**src/rtl/hazard_tracker.sv**
```systemverilog
// hazard_tracker: forwarding-select and load-use stall unit for an in-order pipeline
module hazard_tracker #(
  parameter int NUM_FWD    = 3,
  parameter int REG_AW     = 5,
  parameter int LOAD_STAGE = 2,
  localparam int SW        = $clog2(NUM_FWD + 1)
) (
  input  logic              clk,
  input  logic              rst,
  input  logic              id_valid,
  input  logic [REG_AW-1:0] id_rs1,
  input  logic [REG_AW-1:0] id_rs2,
  input  logic              id_use1,
  input  logic              id_use2,
  input  logic [REG_AW-1:0] id_rd,
  input  logic              id_regwrite,
  input  logic              id_memread,
  input  logic              flush,
  output logic              stall,
  output logic [SW-1:0]     fwd_sel1,
  output logic [SW-1:0]     fwd_sel2,
  output logic [31:0]       stall_cnt
);
  logic [NUM_FWD:1]             v_q, v_d, rw_q, rw_d, mr_q, mr_d;
  logic [NUM_FWD:1][REG_AW-1:0] rd_q, rd_d;
  logic [31:0]                  cnt_q, cnt_d;
  logic                         ld1, ld2, load_v;
  // Scan oldest to youngest so the youngest matching producer overwrites the select.
  always_comb begin
    fwd_sel1 = '0;
    fwd_sel2 = '0;
    ld1      = 1'b0;
    ld2      = 1'b0;
    for (int k = NUM_FWD; k >= 1; k--) begin
      if (id_valid && id_use1 && id_rs1 != '0 && v_q[k] && rw_q[k] && rd_q[k] == id_rs1) begin
        fwd_sel1 = SW'(k);
        ld1      = mr_q[k] && k < LOAD_STAGE;
      end
      if (id_valid && id_use2 && id_rs2 != '0 && v_q[k] && rw_q[k] && rd_q[k] == id_rs2) begin
        fwd_sel2 = SW'(k);
        ld2      = mr_q[k] && k < LOAD_STAGE;
      end
    end
  end
  assign stall  = id_valid && !flush && (ld1 || ld2);
  assign load_v = id_valid && !stall && !flush;
  always_comb begin
    v_d   = {v_q[NUM_FWD-1:1], load_v};
    rw_d  = {rw_q[NUM_FWD-1:1], id_regwrite};
    mr_d  = {mr_q[NUM_FWD-1:1], id_memread};
    rd_d  = {rd_q[NUM_FWD-1:1], id_rd};
    cnt_d = (stall && cnt_q != '1) ? cnt_q + 32'd1 : cnt_q;
  end
  always_ff @(posedge clk or negedge rst) begin
    if (!rst) begin
      v_q   <= '0;
      rw_q  <= '0;
      mr_q  <= '0;
      rd_q  <= '0;
      cnt_q <= '0;
    end else begin
      v_q   <= v_d;
      rw_q  <= rw_d;
      mr_q  <= mr_d;
      rd_q  <= rd_d;
      cnt_q <= cnt_d;
    end
  end
  assign stall_cnt = cnt_q;
endmodule

```
**config.mk**
```make
export PLATFORM = sky130hd
export DESIGN_NAME = hazard_tracker
export DESIGN_NICKNAME = d
export VERILOG_FILES = /design/src/rtl/hazard_tracker.sv
export SDC_FILE = /design/constraint.sdc
export NUM_CORES = 1
export LEC_CHECK = 0
export ABC_AREA = 1
export ABC_CLOCK_PERIOD_IN_PS = 2250
export BUFFER_PORTS_ARGS = -buffer_cell sky130_fd_sc_hd__buf_2
export CORE_MARGIN = 1.5
export CORE_UTILIZATION = 51
export CTS_CLUSTER_DIAMETER = 50
export DETAILED_ROUTE_END_ITERATION = 10
export PLACE_DENSITY_LB_ADDON = 0.08
export SLEW_MARGIN = 15
export SYNTH_ARGS = -nofsm -noshare
export SYNTH_HDL_FRONTEND = slang
export SYNTH_SLANG_ARGS = --single-unit
```
**constraint.sdc**
```tcl
create_clock -name clk -period 2.25 [get_ports clk]
set_clock_uncertainty 0.15 [all_clocks]
set_input_delay 0.675 -clock clk [delete_from_list [all_inputs] [get_ports clk]]
set_output_delay 0.675 -clock clk [all_outputs]
set_load 0.005 [all_outputs]
```
==> impl_metrics.toml <==
[critical_path]
cp_data_required_time_ps = 1420
path_buf_inv = 3
arrival_ps = 1640
worstSetupEndpointType = "primary output"
critPathKind = "in -> out"
path_max_fanout = 3
cp.depth = 8
path_cells = "buf_6 > buf_6 > xor2_1 > nor3_2 > nand3_1 > nand3_1 > nand2_1 > buf_2"
critical_path.max_stage_delay_ps = 180
cp_slowest_cell = "nor3_2"
cp-start-kind = "input pin"
cp_top_family = "simple AND/OR/NAND/NOR gates"
r2r_cells = 10

[die]
boundaryPins = 60
core_um2 = 6390
dieHeight_um = 84.6
rows = 29
start_util_pct = 53.2
die_x_um = 84.6
die-area_um2 = 7150

[status]
violations = "negative setup slack"
status = "finished, violations left"

[power_and_ir_drop]
vdd_ir_drop_max_mv = 0.403
cellLeakagePower_uw = 0.00214
cellPowerDensity_nw_per_um2 = 448

[final_layout]
fin_util_pct = 64.8
diodes = 0
drive_gt1_share_pct = 22.6
area_growth_pct = 21.9
finish.instance_area_um2 = 4140
fillers = 599
fin_nets = 589

[synth]
synthesis.nets = 514
synth_top_area_share_pct = 39.8
ys_top_cells_by_count = "204 x nand2_1, 65 x nor2_1, 54 x dfrtp_1"
synth_area_leader_cell = "dfrtp_1"
postSynthCellCount = 490
synthArstFlopShare_pct = 100
synth_seq_cells = 54
yosys_most_used_dff = "dfrtp_1"
synth.most_common_cell = "nand2_1"
synth_area_um2 = 3390
synthTopCellsByArea = "dfrtp_1 40%, nand2_1 23%, nor2_1 7.2%"
synth_warnings = 0
avgSynthCellArea_um2 = 6.93
synth_edf_count = 0
synth.distinct_cells = 27
yosysSeqAreaShare_pct = 39.8

[global_routing]
grt_use_met3_pct = 3.83
grt_use_met2_pct = 47.4
grt_pass1_vias = 3200
grtUsageMet1_pct = 34.5
overflow = 0
busiest_layer = "met2"
grt_max_degree = 55
antenna_found_initial = 0
grt_pass1_wl_um = 15500
grtUsageTotal_pct = 27.0

[timing]
rsz0062_at_grt = "true"
fin_setup_tns_ps = -931
finalCritPeriodShare_pct = 109
finalHoldViolCount = 0
setup_viol = 5
maxSlewViolCount = 0
fin_ws_ps = -212
max_slew_margin_pct = 74.0
layout_min_cycle_time_ps = 2460
worst_slew_pin_slew_ps = 390
max_freq_mhz = 406

[route]
drt-pass1-iter-count = 5
viasPerCell = 5.25
drtIter0Drc = 145
drc = 0
dr_total_vias = 3374
wl_per_cell_um = 14.7
wirelength_um = 9460
ant_nets = 0

[clock_network]
clk_pin_slew_ps = 90
clockBufferDepth = 2
cts_buffers = 5
clockRootBuffer = "clkbuf_8"
hold_buffers = 0
clkLatencyLatePin_ps = 310
cts_tree = "built"
htree_num_levels = 2
cts_sinks = 54

[placed_design]
port_buffers = 59
dp_hpwl_um = 6950
placed_cell_area_um2 = 3850
gp_congestion = 0.896

[hold_path]
hold_class = "in -> async"

[job]
cap_violations = 0
worst paths after layout:
check	startpoint	to	slack, ps
worst max register to register	stall_cnt[1]	stall_cnt[15]	120
worst min-delay path	rst	rd_q[14]	180
worst max-delay path	id_rs2[4]	fwd_sel2[0]	-210
worst min register to register	rw_q[2]	rw_q[3]	240
min in group clk	rw_q[2]	rw_q[3]	240
max in group asynchronous	rst	stall_cnt[30]	1480
repair_timing:
action	4_1_cts	5_1_grt
gates resized for setup	23	18
cloned	0	0
endpoints found under the setup margin	5	5
setup buffers	2	3
pin swaps	17	23
stage by stage:
| step | total power [uW] | std cells | setup slack, ps | hold slack, ps |
|---|---|---|---|---|
| 2_1_floorplan | 1090 | 490 | 1.28 | 204 |
| 3_3_place_gp | 1180 | 630 | -352 | 206 |
| 3_5_place_dp | 1180 | 630 | -311 | 218 |
| 4_1_cts | 1860 | 640 | -257 | 206 |
| 5_1_grt | 1930 | 643 | -298 | 227 |
| 6_report | 1850 | 643 | -212 | 177 |
flip-flops by register name, indices dropped and copies added, names as in the netlist:
register	count
rd_d	10
rd_q	5
rw_q	3
mr_q	1
v_q	3
stall_cnt	32
cells in the final DEF (no fill, tap or decap), types with 7 or more instances in the layout:
cell	n
nor2_1	60
inv_2	11
dfrtp_1	54
buf_2	53
inv_1	22
nand4_1	37
nor2_2	7
nand3_1	10
buf_4	18
nand3b_1	14
xor2_1	19
nand2_1	202
cell families (layout without fill, tap and decap cells):
| group | Yosys count | count (layout) | share of synthesized area, % |
|---|---|---|---|
| AND/OR/NAND/NOR | 351 | 351 | 45.1 |
| flip-flops | 54 | 54 | 39.8 |
| XOR/XNOR | 27 | 27 | 6.97 |
| AO/OA/AOI/OAI | 11 | 11 | 1.77 |
| buffers and inverters | 46 | 122 | 5.97 |
| adder cells (fa/ha/maj) | 1 | 1 | 0.369 |
area by class of cell:
class | instances | area (um^2) | share of cell area [%]
Clock buffer | 6 | 72.6 | 1.75
Multi-Input combinational cell | 390 | 1930 | 46.6
Clock inverter | 2 | 37.5 | 0.907
Sequential cell | 54 | 1350 | 32.7
Timing Repair Buffer | 80 | 522 | 12.6
Tap cell | 77 | 96.3 | 2.33
Inverter | 34 | 128 | 3.09
routing by layer:
layer  wire length (um)  share of wire, %
met3                405               4.3
met1               4120                44
met4                265               2.8
met5                  0                 0
met2               4660                49
where the power goes:
group	internal, uW	total (uW)	leakage, uW	switching [uW]
clock network	333	661	0.0000514	328
registers	990	1010	0.000707	19.9
logic	75.3	182	0.00138	107
Note: power is estimated with default switching activity, not from simulation.
